===== src/rtl/fir_pkg.sv =====
// Shared definitions for the FIR output chain.
// Contents:
//   FIR_WIDTH, FIR_DECIM, FIR_FIFO_DEPTH  default sample width, decimation ratio, FIFO depth
//   sample_t                              signed FIR output sample
//   phase_width()                         counter width able to hold 0..decim-1 (min 1 bit)
package fir_pkg;

    localparam int unsigned FIR_WIDTH      = 16;
    localparam int unsigned FIR_DECIM      = 4;
    localparam int unsigned FIR_FIFO_DEPTH = 8;

    typedef logic signed [FIR_WIDTH-1:0] sample_t;

    // A ratio of 1 still needs a 1-bit counter so the keep compare stays well-formed.
    function automatic int unsigned phase_width(input int unsigned decim);
        return (decim > 1) ? $clog2(decim) : 1;
    endfunction

endpackage


===== src/rtl/fir_decim_buffer_if.sv =====
// Stream bundle between the FIR, the decimating buffer and its consumer.
// Signals:
//   in_valid, in_data     filter sample stream into the buffer (no back-pressure)
//   out_valid, out_ready  valid/ready handshake toward the consumer
//   out_data              FIFO head sample
//   fill                  FIFO occupancy, 0..DEPTH
//   overflow, clr_ovf     sticky drop flag and its clear
// Modports:
//   master  producer/consumer side (drives inputs, observes outputs)
//   slave   buffer side
interface fir_decim_buffer_if
    import fir_pkg::*;
#(
    parameter int unsigned WIDTH = FIR_WIDTH,
    parameter int unsigned DEPTH = FIR_FIFO_DEPTH
);

    localparam int unsigned FW = $clog2(DEPTH) + 1;

    logic                    in_valid;
    logic signed [WIDTH-1:0] in_data;
    logic                    out_valid;
    logic                    out_ready;
    logic signed [WIDTH-1:0] out_data;
    logic [FW-1:0]           fill;
    logic                    overflow;
    logic                    clr_ovf;

    modport master (
        output in_valid,
        output in_data,
        output out_ready,
        output clr_ovf,
        input  out_valid,
        input  out_data,
        input  fill,
        input  overflow
    );

    modport slave (
        input  in_valid,
        input  in_data,
        input  out_ready,
        input  clr_ovf,
        output out_valid,
        output out_data,
        output fill,
        output overflow
    );

endinterface


===== src/rtl/fir_decim_buffer_sync_fifo.sv =====
// sync_fifo: single-clock first-word-fall-through FIFO.
// Ports:
//   clk, rst  clock and synchronous active-high reset (flushes pointers and count)
//   push      write wdata at the tail; caller guarantees !full || pop
//   pop       retire the head; caller guarantees valid
//   wdata     sample to write
//   rdata     head entry, forced to 0 while empty
//   valid     FIFO holds at least one entry
//   full      FIFO holds DEPTH entries
//   fill      occupancy, 0..DEPTH
module sync_fifo
    import fir_pkg::*;
#(
    parameter int unsigned WIDTH = FIR_WIDTH,
    parameter int unsigned DEPTH = FIR_FIFO_DEPTH
) (
    input  logic                        clk,
    input  logic                        rst,
    input  logic                        push,
    input  logic                        pop,
    input  logic signed [WIDTH-1:0]     wdata,
    output logic signed [WIDTH-1:0]     rdata,
    output logic                        valid,
    output logic                        full,
    output logic [$clog2(DEPTH):0]      fill
);

    localparam int unsigned AW = $clog2(DEPTH);
    localparam int unsigned FW = AW + 1;

    logic signed [WIDTH-1:0] mem_q [DEPTH];
    logic [AW-1:0]           wr_ptr_q, wr_ptr_d;
    logic [AW-1:0]           rd_ptr_q, rd_ptr_d;
    logic [FW-1:0]           fill_q, fill_d;

    // Pointers wrap naturally because DEPTH is a power of two.
    always_comb begin
        wr_ptr_d = wr_ptr_q;
        rd_ptr_d = rd_ptr_q;
        fill_d   = fill_q;
        if (push) begin
            wr_ptr_d = wr_ptr_q + AW'(1);
        end
        if (pop) begin
            rd_ptr_d = rd_ptr_q + AW'(1);
        end
        unique case ({push, pop})
            2'b10:   fill_d = fill_q + FW'(1);
            2'b01:   fill_d = fill_q - FW'(1);
            default: fill_d = fill_q;
        endcase
    end

    always_ff @(posedge clk) begin
        if (rst) begin
            wr_ptr_q <= '0;
            rd_ptr_q <= '0;
            fill_q   <= '0;
        end else begin
            wr_ptr_q <= wr_ptr_d;
            rd_ptr_q <= rd_ptr_d;
            fill_q   <= fill_d;
        end
    end

    // Storage needs no reset; the head is masked while empty.
    // On push-while-full with pop, wr_ptr equals rd_ptr: the outgoing head slot is reused.
    always_ff @(posedge clk) begin
        if (!rst && push) begin
            mem_q[wr_ptr_q] <= wdata;
        end
    end

    always_comb begin
        valid = (fill_q != '0);
        full  = (fill_q == FW'(DEPTH));
        fill  = fill_q;
        rdata = valid ? mem_q[rd_ptr_q] : '0;
    end

endmodule


===== src/rtl/fir_decim_buffer.sv =====
// fir_decim_buffer: keeps every DECIM-th FIR output sample (the one at index PHASE of each
// group of DECIM valid samples) and buffers it in a DEPTH-entry FWFT FIFO behind a
// valid/ready stream. Kept samples arriving while the FIFO is full and not draining are
// dropped and latch the sticky overflow flag.
// Ports:
//   clk  clock, all state on posedge
//   rst  synchronous active-high reset; flushes FIFO, phase and overflow
//   bus  fir_decim_buffer_if.slave: in_valid/in_data in, out_valid/out_ready/out_data out,
//        fill occupancy, overflow flag with clr_ovf clear
// All outputs come from registers; in_* and out_ready only influence next state.
module fir_decim_buffer
    import fir_pkg::*;
#(
    parameter int unsigned WIDTH = FIR_WIDTH,
    parameter int unsigned DECIM = FIR_DECIM,
    parameter int unsigned PHASE = 0,
    parameter int unsigned DEPTH = FIR_FIFO_DEPTH
) (
    input logic               clk,
    input logic               rst,
    fir_decim_buffer_if.slave bus
);

    localparam int unsigned     PW         = phase_width(DECIM);
    localparam logic [PW-1:0]   LAST_PHASE = PW'(DECIM - 1);
    localparam logic [PW-1:0]   KEEP_PHASE = PW'(PHASE);

    logic [PW-1:0]           phase_q, phase_d;
    logic                    overflow_q, overflow_d;
    logic                    keep;
    logic                    push;
    logic                    pop;
    logic                    drop;
    logic                    fifo_valid;
    logic                    fifo_full;
    logic signed [WIDTH-1:0] fifo_rdata;
    logic [$clog2(DEPTH):0]  fifo_fill;

    // Phase counts valid samples only, so gaps in in_valid do not shift the kept slot.
    always_comb begin
        phase_d = phase_q;
        if (bus.in_valid) begin
            phase_d = (phase_q == LAST_PHASE) ? '0 : phase_q + PW'(1);
        end
    end

    always_comb begin
        keep = bus.in_valid && (phase_q == KEEP_PHASE);
        pop  = fifo_valid && bus.out_ready;
        // A pop in the same cycle frees the slot a full FIFO needs.
        push = keep && (!fifo_full || pop);
        drop = keep && fifo_full && !pop;
    end

    // A drop outranks a simultaneous clear so no lost sample goes unreported.
    always_comb begin
        overflow_d = overflow_q;
        if (drop) begin
            overflow_d = 1'b1;
        end else if (bus.clr_ovf) begin
            overflow_d = 1'b0;
        end
    end

    always_ff @(posedge clk) begin
        if (rst) begin
            phase_q    <= '0;
            overflow_q <= 1'b0;
        end else begin
            phase_q    <= phase_d;
            overflow_q <= overflow_d;
        end
    end

    sync_fifo #(
        .WIDTH (WIDTH),
        .DEPTH (DEPTH)
    ) u_fifo (
        .clk   (clk),
        .rst   (rst),
        .push  (push),
        .pop   (pop),
        .wdata (bus.in_data),
        .rdata (fifo_rdata),
        .valid (fifo_valid),
        .full  (fifo_full),
        .fill  (fifo_fill)
    );

    assign bus.out_valid = fifo_valid;
    assign bus.out_data  = fifo_rdata;
    assign bus.fill      = fifo_fill;
    assign bus.overflow  = overflow_q;

endmodule


===== src/flat_wrapper.sv =====
// flat-port wrapper written by rule: the top's interface ports become plain ports
module fir_decim_buffer_flat import fir_pkg::*;
#(
    parameter int unsigned WIDTH = FIR_WIDTH,
    parameter int unsigned DECIM = FIR_DECIM,
    parameter int unsigned PHASE = 0,
    parameter int unsigned DEPTH = FIR_FIFO_DEPTH
)
  (clk, rst, bus_in_valid, bus_in_data, bus_out_ready, bus_clr_ovf, bus_out_valid, bus_out_data, bus_fill, bus_overflow);
  fir_decim_buffer_if #(.WIDTH(WIDTH), .DEPTH(DEPTH)) bus_i ();
  input logic clk;
  input logic rst;
  input wire logic [$bits(bus_i.in_valid)-1:0] bus_in_valid;
  input wire logic [$bits(bus_i.in_data)-1:0] bus_in_data;
  input wire logic [$bits(bus_i.out_ready)-1:0] bus_out_ready;
  input wire logic [$bits(bus_i.clr_ovf)-1:0] bus_clr_ovf;
  output wire logic [$bits(bus_i.out_valid)-1:0] bus_out_valid;
  output wire logic [$bits(bus_i.out_data)-1:0] bus_out_data;
  output wire logic [$bits(bus_i.fill)-1:0] bus_fill;
  output wire logic [$bits(bus_i.overflow)-1:0] bus_overflow;
  assign bus_i.in_valid = bus_in_valid;
  assign bus_i.in_data = bus_in_data;
  assign bus_i.out_ready = bus_out_ready;
  assign bus_i.clr_ovf = bus_clr_ovf;
  assign bus_out_valid = bus_i.out_valid;
  assign bus_out_data = bus_i.out_data;
  assign bus_fill = bus_i.fill;
  assign bus_overflow = bus_i.overflow;
  fir_decim_buffer #(.WIDTH(WIDTH), .DECIM(DECIM), .PHASE(PHASE), .DEPTH(DEPTH)) u_core (.clk(clk), .rst(rst), .bus(bus_i));
endmodule

===== config.mk =====
export PLATFORM = sky130hd
export DESIGN_NAME = fir_decim_buffer_flat
export DESIGN_NICKNAME = d
export VERILOG_FILES = /design/src/rtl/fir_pkg.sv /design/src/rtl/fir_decim_buffer_if.sv /design/src/rtl/fir_decim_buffer_sync_fifo.sv /design/src/rtl/fir_decim_buffer.sv /design/src/flat_wrapper.sv
export SDC_FILE = /design/constraint.sdc
export NUM_CORES = 1
export LEC_CHECK = 0
export CAP_MARGIN = 20
export CORE_MARGIN = 2
export CORE_UTILIZATION = 25
export CTS_CLUSTER_SIZE = 8
export DETAILED_ROUTE_END_ITERATION = 10
export GPL_ROUTABILITY_DRIVEN = 1
export HOLD_SLACK_MARGIN = 0.03
export PLACE_DENSITY = 0.44
export RECOVER_POWER = 25
export REMOVE_ABC_BUFFERS = 1
export SYNTH_ARGS = -nofsm -noshare
export SYNTH_HDL_FRONTEND = slang
export SYNTH_HIERARCHICAL = 1
export SYNTH_SLANG_ARGS = --single-unit

===== constraint.sdc =====
create_clock -name clk -period 5.2 [get_ports clk]
set_input_delay 0.78 -clock clk [delete_from_list [all_inputs] [get_ports clk]]
set_output_delay 0.78 -clock clk [all_outputs]
set_load 0.005 [all_outputs]

# After elaboration in Yosys (flattened, before gate mapping)

Memory sizes are Yosys's and may differ from the RTL's. A register that Yosys moved wholly into a read port is not among the register bits.
Index checks and enable logic that the tools add are counted.

Input bits: 21
Memories kept: 1
Register bits after elaboration: 13
Logic and storage cells: 38
Output and inout port bits: 22
Memory bits (writable): 128

Equal/unequal tests: 4
Reductions and logical operators: 14
Add/sub/neg operators: 5
Mux-type cells: 9

Memories:

| memory              | depth | width | read ports | clocked after memory_dff | write ports | RTL line                         | RTL |
|---|---|---|---|---|---|---|---|
| u_core.u_fifo.mem_q | 8     | 16    | 1          | 1                        | 1           | fir_decim_buffer_sync_fifo.sv:31 | `logic signed [WIDTH-1:0] mem_q [DEPTH];` |

Operators with widths:

| kind                  | number |
|---|---|
| $mux W16              | 1 |
| $pmux W4 S2           | 1 |
| $add A3 B1 Y3 const B | 2 |
| $logic_and A1 B1 Y1   | 6 |
| $mux W3               | 2 |
| $add A4 B1 Y4 const B | 1 |
| $eq A2 B2 Y1 const B  | 2 |
| $eq A4 B4 Y1 const B  | 1 |
| $mux W1               | 4 |
| $reduce_bool A2 Y1    | 2 |
| $reduce_bool A4 Y1    | 1 |
| $sub A4 B1 Y4 const B | 1 |
| $logic_not A1 Y1      | 3 |
| $add A2 B1 Y2 const B | 1 |
| $eq A2 B1 Y1 const B  | 1 |
| $logic_not A2 Y1      | 1 |
| $mux W2               | 1 |
| $logic_or A1 B1 Y1    | 1 |

# Longest topological paths before layout

Gate-level depths: netlist of run 1.

Depth after elaboration: 7
Depth in mapped cells: 14

# Modules after synthesis

The synthesis of run 1 kept the hierarchy.

By module, submodules not included:

| module           | sequential area each (um^2) | cells an instance | instances | area each (um^2) |
|---|---|---|---|---|
| sync_fifo        | 4103.9                      | 276               | 1         | 5546.6 |
| fir_decim_buffer | 60.1                        | 19                | 1         | 167.7 |

# Least setup slack after synthesis of run 1

OpenSTA, ideal clock, no wires.

Path kind: register -> register
Start point: register u_core.u_fifo.fill_q[0], in the netlist u_core/u_fifo/fill[0]
End point: memory u_core/u_fifo/mem_q[4][0] (netlist bit), enable pin
Setup slack: 1777 ps
Path buffers: 1
Cell stages (with the launch flop): 8
Period minus slack after synthesis: 3423 ps
Arrival: 2993 ps
Cells stage by stage: dfxtp_1 nor4_2 buf_6 inv_1 nand2_1 a21oi_1 nand2_1 nor4_1

Longest elaborated chain between the ends: 7

RTL lines:

| what                          | RTL line                         | RTL |
|---|---|---|
| start: declaration            | fir_decim_buffer_sync_fifo.sv:34 | `logic [FW-1:0] fill_q, fill_d;` |
| start signal: assignment      | fir_decim_buffer_sync_fifo.sv:62 | `fill_q <= fill_d;` |
| $reduce_bool A4 Y1            | fir_decim_buffer_sync_fifo.sv:75 | `valid = (fill_q != '0);` |
| net bus_out_valid             | flat_wrapper.sv:17               | `output wire logic [$bits(bus_i.out_valid)-1:0] bus_out_valid;` |
| $logic_and A1 B1 Y1           | fir_decim_buffer.sv:49           | `pop = fifo_valid && bus.out_ready;` |
| $logic_or A1 B1 Y1            | fir_decim_buffer.sv:51           | `push = keep && (!fifo_full \|\| pop);` |
| $logic_and A1 B1 Y1           | fir_decim_buffer.sv:51           |  |
| net u_core.push               | fir_decim_buffer.sv:31           | `logic push;` |
| $logic_and A1 B1 Y1           | fir_decim_buffer_sync_fifo.sv:69 | `if (!rst && push) begin` |
| $mux W1                       | fir_decim_buffer_sync_fifo.sv:69 |  |
| $mux W1 (not written as such) | fir_decim_buffer_sync_fifo.sv:70 | `mem_q[wr_ptr_q] <= wdata;` |
| end: declaration              | fir_decim_buffer_sync_fifo.sv:31 |  |

The timed path passes the listed nets, and every way through them passes these cells.

==> flow_metrics.py, run 1 <==
metrics = {
    "status": {
        "status": "complete, no violations",
    },
    "cells_and_area": {
        "layout-drive-gt1-share_pct": 21.4,
        "areaGrowthSynthToFinish_pct": 23.3,
        "nNetsFinal": 382,
        "final_common_cell": "edfxtp_1",
        "mostFrequentLayoutCells": "128 x edfxtp_1, 34 x nor2_1, 32 x clkdlybuf4s50_1, 32 x mux4_2, 20 x mux2i_1",
        "nFillCells": 2222,
        "multi_input_area_sq_um": 1440,
        "finalNonFillerCells": 651,
        "final-seq-area_sq_um": 4170,
    },
    "critical_path": {
        "crit_arrival_ns": 2.84,
        "critPathKind": "reg2out",
        "worstPathMaxFanout": 24,
        "slowest_delay_ns": 0.93,
        "reg2reg_slack_ns": 2.38,
        "r2r_start": "u_core/u_fifo/fill[1]",
        "required_ns": 4.42,
        "cp-start-kind": "flop",
        "reg2reg_to": "u_core/u_fifo/fill[2]",
        "crit_chain": "buf_4 > mux4_2 > mux2i_1 > nor2_1 > clkdlybuf4s50_1",
        "cp_slowest_cell": "dfxtp_2",
        "crit_path_end_kind": "output pin",
        "reg2reg_depth": 12,
    },
    "timing": {
        "hold_viol": 0,
        "finalClockSkew_ns": 0.0101,
        "worst_slew_pin_slew_ns": 0.915,
        "maxSlewHeadroom_pct": 39.0,
        "holdWs_ns": 0.530,
        "min_period_ns": 3.62,
        "fin_crit_sh_pct": 69.6,
        "worst_slack_ns": 1.58,
        "max_freq_mhz": 276,
        "finalSetupTns_ns": 0,
        "setup-violations-final": 0,
        "slew_viol_final": 0,
        "rsz0062_at_grt": "false",
    },
    "hold_path": {
        "min_from": "u_core/phase_q[0]",
        "hold_path_class": "reg2reg",
        "min_to": "u_core/phase_q[0]",
        "worstHoldPathCells": 2,
    },
    "global_route": {
        "grt_pass1_vias": 3064,
        "grt_max_degree": 33,
        "grt_usage_pct": 10.4,
        "grt_pass1_wl_microns": 17900,
        "grt_overflow_total": 0,
        "grt_antenna_before_repair": 2,
    },
    "routing": {
        "drc": 0,
        "drt_iter0_drc": 156,
        "vias": 2838,
        "dr.pass1.iters": 4,
        "wl_per_cell_microns": 17.8,
        "detail-route-antenna-nets": 0,
        "vias_per_cell": 4.36,
        "drt_wl_total_microns": 11600,
    },
    "floorplan": {
        "start_util_pct": 25.3,
        "ios": 43,
        "rows": 55,
        "die_area_sq_um": 24100,
        "die_height_microns": 155,
        "die_w_microns": 155,
        "core-area_sq_um": 22600,
    },
    "clocking": {
        "root_buffer": "clkbuf_16",
        "cts-resized-gates": 0,
        "cts-htree-levels": 4,
        "cts_tree": "built",
        "post_cts_buffers": 0,
        "cts_made_buffers": 17,
        "cts_hold_buf": 0,
        "clock_latency_ns": 0.42,
        "clockBufferDepth": 2,
        "clock-sinks": 144,
        "clk_pin_slew_worst_paths_ns": 0.06,
    },
    "synth": {
        "synth_cell_types": 32,
        "synth_seq_area_share_pct": 72.9,
        "yosys_register_bits": 144,
        "yosys_warnings": 6,
        "synth_cells": 295,
        "avgSynthCellArea_sq_um": 19.4,
        "synthesis.area_sq_um": 5710,
    },
    "run": {
        "cap_viol_max_count": 0,
    },
    "power": {
        "ir_drop_mv": 0.236,
        "power_density_nw_per_um2": 474,
        "leakagePower_nw": 2.22,
        "total_power_mw": 3.34,
    },
    "placed_design": {
        "routabilityCongestion": 0.670,
        "dp_cells": 620,
        "dp.final_hpwl_microns": 6560,
        "dp_slack_ns": 1.83,
        "port_buffers": 42,
    },
}
per-stage QoR:
| stage | utilization [%] | cell area [sq um] |
|---|---|---|
| 5_1_grt | 31.2 | 7050 |
| 6_report | 31.2 | 7050 |
| 3_3_place_gp | 28.8 | 6490 |
| 2_1_floorplan | - | 5600 |
| 4_1_cts | 31.2 | 7040 |
| 3_5_place_dp | 28.8 | 6490 |
cells in the mapped netlist:
library cell / instances / share of area (%)
dfxtp_1: 16 / 5.6
nand3b_1: 1 / 0.13
inv_1: 6 / 0.39
nand2b_1: 2 / 0.22
o41ai_1: 1 / 0.15
o21ai_0: 1 / 0.088
buf_4: 1 / 0.13
mux2_1: 1 / 0.20
ha_1: 7 / 1.5
nor2_1: 34 / 2.2
mux2_2: 1 / 0.20
or3_1: 1 / 0.11
buf_2: 3 / 0.26
mux4_2: 32 / 13
a21oi_2: 1 / 0.15
clkbuf_1: 3 / 0.20
nor4b_1: 2 / 0.31
a41oi_1: 1 / 0.15
nor2b_1: 1 / 0.11
nor4_2: 1 / 0.22
or3b_1: 1 / 0.15
nand2_1: 7 / 0.46
buf_6: 7 / 1.4
nor3_1: 1 / 0.088
xnor2_1: 2 / 0.31
edfxtp_1: 128 / 67
a21oi_1: 3 / 0.26
xor2_1: 5 / 0.77
mux2i_1: 20 / 3.5
nor4_1: 2 / 0.22
o41ai_2: 1 / 0.28
or3b_2: 2 / 0.31
sequential cells by signal (all words and copies together), names as in the netlist, named ones only:
signal,flops
u_core/u_fifo/wr_ptr_q,3
u_core/bus.overflow,1
u_core/phase_q,2
u_core/u_fifo/rd_ptr_q,3
u_core/u_fifo/mem_q,128
u_core/u_fifo/fill,4
worst max-delay path by stage:
stage / startpoint / end / cells after the start
global route: flop / bus_out_data[7] / 5
floorplan: bus_out_ready / u_core/u_fifo/mem_q[4][0] / 4
detailed placement: bus_in_valid / u_core/u_fifo/fill[2] / 11
global placement: bus_in_valid / u_core/u_fifo/fill[3] / 9
finish: flop / bus_out_data[7] / 5
CTS: flop / bus_out_data[2] / 5
critical path, delay by kind of cell (launching register included):
family | cells | cell delay, ns
flops | 1 | 0.93
buf+inv | 2 | 0.77
mux | 2 | 0.66
simple gates | 1 | 0.05
where the power goes:
part / internal (mW) / switching (mW) / leakage, nW
sequential: 1.31 / 0.108 / 1.29
combinational: 0.458 / 0.324 / 0.668
clock: 0.699 / 0.442 / 0.263
total: 2.47 / 0.874 / 2.22
layout make-up:
type | count | area share, %
antenna | 1 | 0.0355
clock buffer | 20 | 6.20
clock inverter | 10 | 1.62
inverter | 6 | 0.320
multi-input combinational | 131 | 20.4
sequential | 144 | 59.1
tap | 285 | 5.06
timing repair buffer | 54 | 7.25
metal layers:
| layer | GRT usage [%] | share of wire, % | vias up |
|---|---|---|---|
| li1 | - | - | 1285 |
| met1 | 12.6 | 44 | 1479 |
| met2 | 17.1 | 50 | 53 |
| met3 | 3.29 | 4.6 | 19 |
| met4 | 4.46 | 1.5 | 2 |
| met5 | 0 | 0.11 | - |
logic make-up (layout without fill, tap and decap cells):
logic type,count (synthesis),after routing,synth area share (%)
AO/OA/AOI/OAI,8,8,1.09
multiplexers,54,54,16.5
flip-flops,144,144,72.9
AND/OR/NAND/NOR,55,55,4.55
XOR/XNOR,7,7,1.07
adder cells (fa/ha/maj),7,7,1.53
buffers and inverters,20,90,2.36
other,0,1,0
Power figures use the tool's default switching activity.
==> inputs of run 2 (changes only) <==
==> constraint.sdc (replaced) <==
create_clock -name clk -period 3.51 [get_ports clk]
set_input_delay 0.5265 -clock clk [delete_from_list [all_inputs] [get_ports clk]]
set_output_delay 0.5265 -clock clk [all_outputs]
set_load 0.005 [all_outputs]
==> run 2 against run 1 <==
Net effect: die area is the same; largest power group is now clock; clock skew down 0.0012 ns; power increased by 61%; sequential share of layout area shrank 1.5 points; clock-buffer cell count shrank 2; clock power grew 85%; non-clock buffer count rose by 3; critical endpoint is now bus_out_data[9]; register-to-register slack worse by 1.6 ns.
==> flow_metrics.py, run 2 (synthesized netlist as in run 1, its figures left out) <==
metrics = {
    "clocking": {
        "cts-htree-levels": 4,
        "clock_latency_ns": 0.41,
        "cts_hold_buf": 0,
        "clk_pin_slew_worst_paths_ns": 0.06,
        "cts-resized-gates": 0,
        "root_buffer": "clkbuf_16",
        "cts_tree": "built",
        "clockBufferDepth": 2,
        "clock-sinks": 144,
        "post_cts_buffers": 0,
        "cts_made_buffers": 17,
    },
    "timing": {
        "maxSlewHeadroom_pct": 49.6,
        "rsz0062_at_grt": "false",
        "fin_crit_sh_pct": 86.5,
        "worst_slew_pin_slew_ns": 0.755,
        "min_period_ns": 3.04,
        "max_freq_mhz": 329,
        "slew_viol_final": 0,
        "finalClockSkew_ns": 0.00892,
        "finalSetupTns_ns": 0,
        "setup-violations-final": 0,
        "holdWs_ns": 0.528,
        "hold_viol": 0,
    },
    "power": {
        "p_comb_share_pct": 23.0,
        "power_density_nw_per_um2": 746,
        "clkPwrFrac_pct": 39.2,
        "seqPwrFrac_pct": 37.8,
        "p_switching_mw": 1.29,
        "leakagePower_nw": 2.30,
        "switching_share_pct": 24.0,
        "power.internal_mw": 4.10,
        "ir_drop_mv": 0.337,
    },
    "global_route": {
        "use_met1_pct": 12.7,
        "grt_overflow_total": 0,
        "grt.busiest_layer": "met2",
        "grt_pass1_vias": 3139,
        "grt_pass1_wl_microns": 18000,
        "grt_antenna_before_repair": 2,
        "grt_usage_pct": 10.5,
        "grt_util_met2_pct": 17.1,
        "grt_max_degree": 33,
        "use_met3_pct": 3.87,
    },
    "routing": {
        "drc": 0,
        "wl_per_cell_microns": 17.8,
        "vias": 2817,
        "detail-route-antenna-nets": 0,
        "vias_per_cell": 4.29,
        "drt_iter0_drc": 155,
        "drt_wl_total_microns": 11700,
        "dr.pass1.iters": 4,
    },
    "floorplan": {
        "start_util_pct": 25.3,
        "die_area_sq_um": 24100,
        "core-area_sq_um": 22600,
        "die_height_microns": 155,
        "rows": 55,
        "ios": 43,
        "die_w_microns": 155,
    },
    "cells_and_area": {
        "top_register": "u_core/u_fifo/mem_q",
        "mostFrequentLayoutCells": "128 x edfxtp_1, 34 x nor2_1, 32 x clkdlybuf4s50_1, 32 x mux4_2, 20 x mux2i_1",
        "nNetsFinal": 385,
        "multi_input_area_sq_um": 1440,
        "final_common_cell": "edfxtp_1",
        "areaGrowthSynthToFinish_pct": 26.4,
        "final_core_util_pct": 32.0,
        "layout-drive-gt1-share_pct": 22.2,
        "final-seq-area_sq_um": 4170,
        "nFillCells": 2202,
        "largest_reg_flops": 128,
    },
    "placed_design": {
        "dp.final_hpwl_microns": 6680,
        "routabilityCongestion": 0.688,
        "port_buffers": 42,
    },
    "critical_path": {
        "critPathKind": "reg2out",
        "crit_arrival_ns": 2.51,
        "required_ns": 2.98,
        "cp-start-kind": "flop",
        "worstPathMaxFanout": 25,
        "crit_path_end_kind": "output pin",
    },
    "run": {
        "cap_viol_max_count": 0,
    },
    "hold_path": {
        "hold_path_class": "reg2reg",
    },
    "status": {
        "status": "complete, no violations",
    },
}
==> run 2: worst max-delay path, stage by stage (launching register included) <==
cell             delay [ns]
dfxtp_2                0.53
buf_12                 0.28
mux4_2                 0.53
mux2i_1                0.21
nor2_1                 0.07
clkdlybuf4s50_1        0.45
==> run 2: power groups by stage <==
stage | sequential (mW) | clock (mW) | combinational, mW
floorplan | 2.11 | 0 | 0.604
global placement | 2.07 | 0 | 1.26
detailed placement | 2.08 | 0 | 1.28
CTS | 2.04 | 2.16 | 1.29
global route | 2.05 | 2.24 | 1.37
finish | 2.04 | 2.11 | 1.24
==> run 2: final timing paths <==
check	start	end	slack, ns	cells after the start
max	flop	bus_out_data[9]	0.47	5
min	u_core/u_fifo/rd_ptr_q[2]	u_core/u_fifo/rd_ptr_q[2]	0.53	2
max reg2reg	u_core/u_fifo/fill[1]	u_core/u_fifo/fill[2]	0.81	13
min reg2reg	u_core/u_fifo/rd_ptr_q[2]	u_core/u_fifo/rd_ptr_q[2]	0.53	2
==> run 2: per-stage QoR <==
stage	worst slack (ns)	total power, mW	instance area (sq um)	std cells
floorplan	0.130	2.71	5600	281
global placement	0.676	3.33	6530	623
detailed placement	0.633	3.36	6530	623
CTS	0.356	5.49	7220	655
global route	0.282	5.66	7220	655
finish	0.474	5.39	7220	656
==> run 2: final cells by class <==
type                            instances  area share (%)
Multi-Input combinational cell        131            19.9
Antenna cell                            1          0.0346
Tap cell                              285            4.94
Clock inverter                         14            3.69
Clock buffer                           18            5.94
Inverter                                6           0.312
Sequential cell                       144            57.7
Timing Repair Buffer                   57            7.55
==> run 2: per-layer routing <==
layer	routed length, microns	share of wire, %
met5	13	0.11
met4	124	1.1
met3	547	4.7
met2	5870	50
met1	5150	44
==> inputs of run 3 (changes only) <==
--- a/config.mk
+++ b/config.mk
@@ -6,9 +6,9 @@
 export NUM_CORES = 1
 export LEC_CHECK = 0
 export CAP_MARGIN = 20
+export CORE_ASPECT_RATIO = 0.9
 export CORE_MARGIN = 2
 export CORE_UTILIZATION = 25
-export CTS_CLUSTER_SIZE = 8
 export DETAILED_ROUTE_END_ITERATION = 10
 export GPL_ROUTABILITY_DRIVEN = 1
 export HOLD_SLACK_MARGIN = 0.03
==> run 3 against run 2 <==
Net effect: worst hold slack lost 0.0010 ns; sequential power hardly changed; combinational power about the same; clock-buffer cell count up 1; maximum frequency rose by 2.5%; core utilization fell by 0.078 points; via count down 0.82%; non-clock buffer count is the same; first-iteration DRC count grew 21%; clock skew is 0.00053 ns higher; critical endpoint is now bus_out_data[12].
==> flow_metrics.py, run 3 (synthesized netlist as in run 1, its figures left out) <==
metrics = {
    "clocking": {
        "cts_hold_buf": 0,
        "cts_made_buffers": 17,
        "cts-htree-levels": 4,
        "cts_tree": "built",
        "cts-resized-gates": 0,
        "clockBufferDepth": 2,
        "clock-sinks": 144,
        "clk_pin_slew_worst_paths_ns": 0.06,
        "post_cts_buffers": 0,
        "root_buffer": "clkbuf_16",
        "clock_latency_ns": 0.42,
    },
    "global_route": {
        "grt_max_degree": 33,
        "grt_antenna_before_repair": 1,
        "grt_pass1_wl_microns": 18200,
        "grt.busiest_layer": "met2",
        "grt_overflow_total": 0,
        "grt_usage_pct": 10.6,
        "grt_util_met2_pct": 16.8,
        "grt_pass1_vias": 2964,
        "use_met1_pct": 13.5,
        "use_met3_pct": 3.40,
    },
    "routing": {
        "drt_wl_total_microns": 11700,
        "dr.pass1.iters": 4,
        "wl_per_cell_microns": 17.6,
        "vias": 2794,
        "drc": 0,
        "detail-route-antenna-nets": 0,
        "drt_iter0_drc": 187,
        "vias_per_cell": 4.19,
    },
    "cells_and_area": {
        "final_core_util_pct": 31.9,
        "nFillCells": 2173,
        "layout-drive-gt1-share_pct": 22.7,
        "nNetsFinal": 385,
        "top_register": "u_core/u_fifo/mem_q",
        "mostFrequentLayoutCells": "128 x edfxtp_1, 34 x nor2_1, 32 x clkdlybuf4s50_1, 32 x mux4_2, 20 x mux2i_1",
        "n_antenna_cell": 0,
        "areaGrowthSynthToFinish_pct": 25.4,
        "final_common_cell": "edfxtp_1",
        "largest_reg_flops": 128,
        "final-seq-area_sq_um": 4170,
        "multi_input_area_sq_um": 1440,
    },
    "floorplan": {
        "start_util_pct": 25.5,
        "rows": 52,
        "die_height_microns": 147,
        "die_area_sq_um": 24100,
        "die_w_microns": 163,
        "ios": 43,
        "core-area_sq_um": 22400,
    },
    "critical_path": {
        "crit_path_end_kind": "output pin",
        "cp-start-kind": "flop",
        "crit_arrival_ns": 2.44,
        "required_ns": 2.98,
        "critPathKind": "reg2out",
        "worstPathMaxFanout": 9,
    },
    "placed_design": {
        "routabilityCongestion": 0.694,
        "dp_slack_ns": 0.588,
        "dp.final_hpwl_microns": 6780,
        "port_buffers": 42,
    },
    "timing": {
        "hold_viol": 0,
        "fin_crit_sh_pct": 84.4,
        "finalClockSkew_ns": 0.00945,
        "maxSlewHeadroom_pct": 60.2,
        "min_period_ns": 2.96,
        "worst_slew_pin_slew_ns": 0.596,
        "slew_viol_final": 0,
        "max_freq_mhz": 338,
        "rsz0062_at_grt": "false",
        "worst_slack_ns": 0.547,
        "setup-violations-final": 0,
        "finalSetupTns_ns": 0,
    },
    "power": {
        "total_power_mw": 5.18,
        "power_density_nw_per_um2": 722,
        "ir_drop_mv": 0.270,
        "leakagePower_nw": 2.27,
    },
    "run": {
        "cap_viol_max_count": 0,
    },
    "hold_path": {
        "hold_path_class": "reg2reg",
    },
    "status": {
        "status": "complete, no violations",
    },
}
==> run 3: worst paths after layout <==
check / startpoint / to / slack (ns) / cells after the start
max: flop / bus_out_data[12] / 0.55 / 5
max reg2reg: u_core/u_fifo/fill[1] / u_core/u_fifo/fill[2] / 0.91 / 11
min reg2reg: u_core/phase_q[0] / u_core/phase_q[0] / 0.53 / 2
min: u_core/phase_q[0] / u_core/phase_q[0] / 0.53 / 2
==> run 3: critical path, stage by stage, from the launching register on <==
cell and delay, ns:
dfxtp_2 0.48, buf_4 0.30, mux4_2 0.54, mux2i_1 0.20
nor2_1 0.06, clkdlybuf4s50_1 0.45
==> run 3: layout make-up <==
class / instances / area share, %
flip-flops and latches: 144 / 58.1
multi-input cells: 131 / 20.0
repair buffers: 57 / 7.61
clock buffers: 19 / 6.04
well taps: 297 / 5.19
clock inverters: 13 / 2.69
inverters: 6 / 0.314
==> run 3: stage by stage <==
| step | cells | area, sq um | hold slack, ns |
|---|---|---|---|
| finish | 667 | 7170 | 0.527 |
| floorplan | 281 | 5600 | 0.483 |
| CTS | 667 | 7170 | 0.533 |
| detailed placement | 635 | 6540 | 0.519 |
| global placement | 635 | 6540 | 0.499 |
| global route | 667 | 7170 | 0.546 |
==> run 3: power breakdown <==
| part | switching [mW] | leakage [nW] | total (mW) | internal [mW] |
|---|---|---|---|---|
| clock network | 0.657 | 0.302 | 1.91 | 1.25 |
| registers | 0.0888 | 1.29 | 2.03 | 1.94 |
| logic | 0.542 | 0.687 | 1.24 | 0.695 |
| total | 1.29 | 2.27 | 5.18 | 3.89 |
==> run 3: routing by layer <==
metal | share of wire, % | up-vias
met4 | 1.6 | 2
li1 | - | 1291
met1 | 46 | 1442
met2 | 49 | 43
met3 | 4.1 | 16
met5 | 0.094 | -
